--- config.mk ---
export PLATFORM = sky130hd
export DESIGN_NAME = id_operand_unit
export DESIGN_NICKNAME = d
export VERILOG_FILES = /design/src/rtl/id_operand_unit_pkg.sv /design/src/rtl/id_operand_unit_fwd_mux.sv /design/src/rtl/id_operand_unit.sv
export SDC_FILE = /design/constraint.sdc
export NUM_CORES = 1
export LEC_CHECK = 0
export BUFFER_PORTS_ARGS = -buffer_cell sky130_fd_sc_hd__buf_2
export CORE_AREA = 5 5 142 144
export CTS_BUF_LIST = sky130_fd_sc_hd__clkbuf_8 sky130_fd_sc_hd__clkbuf_16
export DETAILED_ROUTE_END_ITERATION = 8
export DIE_AREA = 0 0 147 149
export HOLD_SLACK_MARGIN = 0.12
export MAX_ROUTING_LAYER = met4
export PLACE_DENSITY_LB_ADDON = 0.12
export REMOVE_ABC_BUFFERS = 1
export SLEW_MARGIN = 20
export SYNTH_ARGS = -nofsm -noshare
export SYNTH_HDL_FRONTEND = slang
export SYNTH_SLANG_ARGS = --single-unit
--- constraint.sdc ---
create_clock -name clk -period 5.2 [get_ports clk]
set_input_delay 0.52 -clock clk [delete_from_list [all_inputs] [get_ports clk]]
set_output_delay 0.52 -clock clk [all_outputs]
set_load 0.05 [all_outputs]
--- src/rtl/id_operand_unit_pkg.sv ---
// rtl/id_operand_unit_pkg.sv - shared constants, branch-type encodings and immediate extension for id_operand_unit
package id_operand_unit_pkg;

  localparam int BACK_W = 38;
  localparam int DATA_W = 32;
  localparam int REG_W  = 5;
  localparam int IMM_W  = 16;

  // Back-bus layout: {regWrite, Wd, rw}
  localparam int BACK_WE_BIT = 37;
  localparam int BACK_WD_MSB = 36;
  localparam int BACK_WD_LSB = 5;
  localparam int BACK_RW_MSB = 4;
  localparam int BACK_RW_LSB = 0;

  typedef enum logic [2:0] {
    BR_NONE = 3'd0,
    BR_BEQ  = 3'd1,
    BR_BNE  = 3'd2,
    BR_BLEZ = 3'd3,
    BR_BGTZ = 3'd4,
    BR_BLTZ = 3'd5,
    BR_BGEZ = 3'd6,
    BR_RSVD = 3'd7
  } br_type_e;

  function automatic logic [DATA_W-1:0] ext_imm(input logic [IMM_W-1:0] imm,
                                                input logic             extop,
                                                input logic             exsign);
    logic [DATA_W-1:0] res;
    if (extop)
      res = {imm, {(DATA_W-IMM_W){1'b0}}};
    else if (exsign)
      res = {{(DATA_W-IMM_W){imm[IMM_W-1]}}, imm};
    else
      res = {{(DATA_W-IMM_W){1'b0}}, imm};
    return res;
  endfunction

endpackage

--- src/rtl/id_operand_unit_fwd_mux.sv ---
// rtl/id_operand_unit_fwd_mux.sv - opu_fwd_mux: forwarding select for one source operand
module opu_fwd_mux
  import id_operand_unit_pkg::*;
(
  input  logic [REG_W-1:0]  src,
  input  logic [DATA_W-1:0] rd,
  input  logic [BACK_W-1:0] mem_back,
  input  logic [BACK_W-1:0] wb_back,
  input  logic              use_mem,
  input  logic              use_wb,
  output logic [DATA_W-1:0] fwd
);

  logic [REG_W-1:0]  mem_rw;
  logic [REG_W-1:0]  wb_rw;
  logic [DATA_W-1:0] mem_wd;
  logic [DATA_W-1:0] wb_wd;
  logic              mem_hit;
  logic              wb_hit;

  assign mem_rw = mem_back[BACK_RW_MSB:BACK_RW_LSB];
  assign wb_rw  = wb_back[BACK_RW_MSB:BACK_RW_LSB];
  assign mem_wd = mem_back[BACK_WD_MSB:BACK_WD_LSB];
  assign wb_wd  = wb_back[BACK_WD_MSB:BACK_WD_LSB];

  // A write to r0 never produces a hit, so r0 always reads the register file
  assign mem_hit = use_mem && mem_back[BACK_WE_BIT] && (mem_rw != '0) && (mem_rw == src);
  assign wb_hit  = use_wb  && wb_back[BACK_WE_BIT]  && (wb_rw  != '0) && (wb_rw  == src);

  always_comb begin
    fwd = rd;
    if (mem_hit)
      fwd = mem_wd;
    else if (wb_hit)
      fwd = wb_wd;
  end

endmodule

--- src/rtl/id_operand_unit.sv ---
// rtl/id_operand_unit.sv - decode-stage operand forwarding, immediate extension, branch resolve and output register (ID_OPU_BRANCH_CMPZ_EN enables compare-to-zero branches)
module id_operand_unit
  import id_operand_unit_pkg::*;
(
  input  logic              clk,
  input  logic              rst,
  input  logic              flush,
  input  logic [BACK_W-1:0] MEM_BACK,
  input  logic [BACK_W-1:0] WB_BACK,
  input  logic              USE_MEM_BACK,
  input  logic              USE_WB_BACK,
  input  logic [REG_W-1:0]  rs,
  input  logic [REG_W-1:0]  rt,
  input  logic [DATA_W-1:0] rd1,
  input  logic [DATA_W-1:0] rd2,
  input  logic [IMM_W-1:0]  imm,
  input  logic              extop,
  input  logic              exsign,
  input  logic [2:0]        branchType,
  output logic [DATA_W-1:0] f_rd1,
  output logic [DATA_W-1:0] f_rd2,
  output logic [DATA_W-1:0] extb,
  output logic              branchAvail,
  output logic [DATA_W-1:0] q_rd1,
  output logic [DATA_W-1:0] q_rd2,
  output logic [DATA_W-1:0] q_ext,
  output logic              q_taken
);

  opu_fwd_mux u_fwd_rs (
    .src      (rs),
    .rd       (rd1),
    .mem_back (MEM_BACK),
    .wb_back  (WB_BACK),
    .use_mem  (USE_MEM_BACK),
    .use_wb   (USE_WB_BACK),
    .fwd      (f_rd1)
  );

  opu_fwd_mux u_fwd_rt (
    .src      (rt),
    .rd       (rd2),
    .mem_back (MEM_BACK),
    .wb_back  (WB_BACK),
    .use_mem  (USE_MEM_BACK),
    .use_wb   (USE_WB_BACK),
    .fwd      (f_rd2)
  );

  assign extb = ext_imm(imm, extop, exsign);

`ifdef ID_OPU_BRANCH_CMPZ_EN
  logic rd1_neg;
  logic rd1_zero;
  assign rd1_neg  = f_rd1[DATA_W-1];
  assign rd1_zero = (f_rd1 == '0);
`endif

  always_comb begin
    branchAvail = 1'b0;
    case (branchType)
      BR_BEQ:  branchAvail = (f_rd1 == f_rd2);
      BR_BNE:  branchAvail = (f_rd1 != f_rd2);
`ifdef ID_OPU_BRANCH_CMPZ_EN
      BR_BLEZ: branchAvail = rd1_neg || rd1_zero;
      BR_BGTZ: branchAvail = !rd1_neg && !rd1_zero;
      BR_BLTZ: branchAvail = rd1_neg;
      BR_BGEZ: branchAvail = !rd1_neg;
`endif
      default: branchAvail = 1'b0;
    endcase
  end

  always_ff @(posedge clk) begin
    if (rst || flush) begin
      q_rd1   <= '0;
      q_rd2   <= '0;
      q_ext   <= '0;
      q_taken <= 1'b0;
    end else begin
      q_rd1   <= f_rd1;
      q_rd2   <= f_rd2;
      q_ext   <= extb;
      q_taken <= branchAvail;
    end
  end

endmodule

==> impl_metrics.yaml <==
status:
  run_status: "complete, no violations"
critical_path:
  worst-endpoint-required_ns: 4.68
  setup_crit_start_kind: "input port"
  criticalPathCategory: "input port to primary output"
  worst_setup_path_end_kind: "primary output"
  worstSetupStartpoint: "WB_BACK[2]"
  timing.critical_path.arrival_ns: 4.24
  cp_max_fo: 47
die:
  fp.dieArea_mm2: 0.02190
  die_h_um: 149
  floorplan.initialDensity_pct: 29.01
  chipWidth_um: 147
  coreArea_mm2: 0.01858
  row_count: 50
  floorplan.io_pins: 370
yosys:
  synth_top_cell_by_area: "dfxtp_1"
  yosysSeqAreaShare_pct: 36.03
  synth.area.top_cells: "dfxtp_1, and2_1, o31ai_1, nand4_1, a31oi_1"
  synthFlopType: "dfxtp_1"
  synth.top_cell.area_share_pct: 36.03
  synth_common_cells: "dfxtp_1, and2_1, nand4_1, nor3_1"
  ys_async_sr_fraction_pct: 0
  average_size_of_a_mapped_cell_um2: 8.118
  yosys_synthesis_warning_count: 0
  synthesized_area_mm2: 0.005390
  yosys_register_bits: 97
  post-synth-top-count-cell: "dfxtp_1"
  netlist_instances: 664
  edff_count_synth: 0
  yosysUniqueCellTypes: 30
placement:
  placed_area_mm2: 0.007438
  numPortBuffers: 369
  globalplace.congestion: 0.8866
  hpwlAfterDp_um: 19780
cts:
  cts_tree: "done"
  root_buffer: "clkbuf_16"
  clk_pin_slew_ns: 0.07
  post_cts_buffers: 0
  cts.htree.levels: 3
  clockBufferDepth: 2
  cts_sinks: 97
  postCtsHoldBufs: 0
  postCtsResizedCells: 0
  number_of_buffers_created_by_cts: 9
cells_and_area:
  final_cell_area_mm2: 0.007736
  flow.area_growth_from_synthesis_pct: 43.52
  utilization_pct: 41.64
  drive_gt1_share_pct: 42.43
  fin_nets: 1168
min_path:
  min-delay-path-class: "input port to flop"
  hold_path_stages: 2
  worstHoldEndpoint: "q_ext[4]"
  worst_hold_startpoint: "imm[4]"
sta:
  fin_setup_tns_ns: 0
  post-route-period-util_pct: 91.61
  worst_slew_margin_rel_pct: 28.52
  final-max-slew-violation-count: 0
  timing.final.setup_violations: 0
  grt_setup_unrepaired: "false"
  finalHoldViolCount: 0
  worst_pin_slew_ns: 1.072
  max_freq_ghz: 0.2099
  post-route-min-period_ns: 4.764
routing:
  highest_layer: "met4"
  detail_route.wirelength.met1_um: 10440
  finalWirelength_um: 26640
  post-route-drc-count: 0
  wl_met3_um: 2862
  detailedRoute.firstIterationViolations: 448
  detailroute.via_count: 6609
  ant_nets: 0
  wl_met2_um: 12900
  routed_via_density: 5.338
  drt_first_pass_iters: 5
  post_drt_wl_per_cell_um: 21.52
global_route:
  antenna_found_initial: 6
  pin_count_of_the_biggest_net_entering_global_routing: 65
  global_route.usage.total_pct: 23.74
  grt_pass1_vias: 6645
  overflow: 0
  first_pass_grt_wire_length_um: 39230
pwr:
  power-per-cell-area_mw_per_mm2: 284.6
  vdd.ir_drop.worst_mv: 0.1453
  totalPowerFinal_mw: 2.202
  p_leak_nw: 3.510
run:
  maxcap_viol_count: 0
==> critical path, cell delays in order <==
cell and delay (ns):
buf_2 0.12, or4_1 0.14, o211a_2 0.88, buf_4 0.38, nand4_1 0.13, a31oi_1 0.37
xor2_1 0.11, nor4_1 0.43, nand4_1 0.26, or4_4 0.55, nand2_1 0.08, buf_2 0.26
==> per-layer routing <==
layer / global-route usage, % / vias up
met5: - / -
met2: 38.26 / 422
met4: 7.083 / 0
met1: 29.14 / 3040
met3: 6.655 / 30
li1: - / 3117
==> cells by family (layout without fill, tap and decap cells) <==
kind of cell / after synthesis / after routing / synth area share [%]
simple gates: 288 / 288 / 30.41
compound gates: 150 / 150 / 18.96
flops: 97 / 97 / 36.03
buf+inv: 77 / 410 / 6.151
xor+xnor: 52 / 52 / 8.449
other cells: 0 / 7 / 0
==> per-stage QoR <==
step,cells,worst slack (ns),hold slack [ns]
after floorplan,587,-1.679,0.6417
after global placement,1215,0.2080,0.7553
after detailed placement,1215,0.3385,0.7535
after CTS,1231,0.3410,0.3922
after global routing,1237,0.1680,0.4009
final,1238,0.4364,0.4058
==> state kept, by name, indices dropped and copies added (netlist names) <==
register	cells
q_rd1	32
q_rd2	32
q_ext	32
q_taken	1
==> cells in the final DEF, fill, tap and decap left out, drive strengths merged, types with 9 or more instances in the layout <==
master  instances
dfxtp          97
and2           82
nand4          71
a21oi          16
xor2           26
nor2b          16
a31oi          64
nor3           66
nand2          32
buf           394
xnor2          26
clkbuf          9
o31ai          64
==> where the power goes <==
part / total [mW] / switching [mW] / internal, mW / leakage, nW
combinational: 0.761 / 0.569 / 0.192 / 2.58
sequential: 0.778 / 0.00617 / 0.772 / 0.795
clock: 0.663 / 0.332 / 0.331 / 0.132
==> area by class of cell <==
class                           instances  area, um2
Clock inverter                          7      55.05
Tap cell                              234      292.8
Clock buffer                            9      225.2
Timing Repair Buffer                  394       2047
Sequential cell                        97       1942
Antenna cell                            7      17.52
Fill cell                            1979      10840
Multi-Input combinational cell        490       3157
==> worst max-delay path by stage <==
| stage | slack, ns | to |
|---|---|---|
| 2_1_floorplan | -1.68 | branchAvail |
| 3_3_place_gp | 0.21 | branchAvail |
| 3_5_place_dp | 0.34 | branchAvail |
| 4_1_cts | 0.34 | branchAvail |
| 5_1_grt | 0.17 | branchAvail |
| 6_report | 0.44 | branchAvail |
Note: power is estimated with default switching activity, not from simulation.
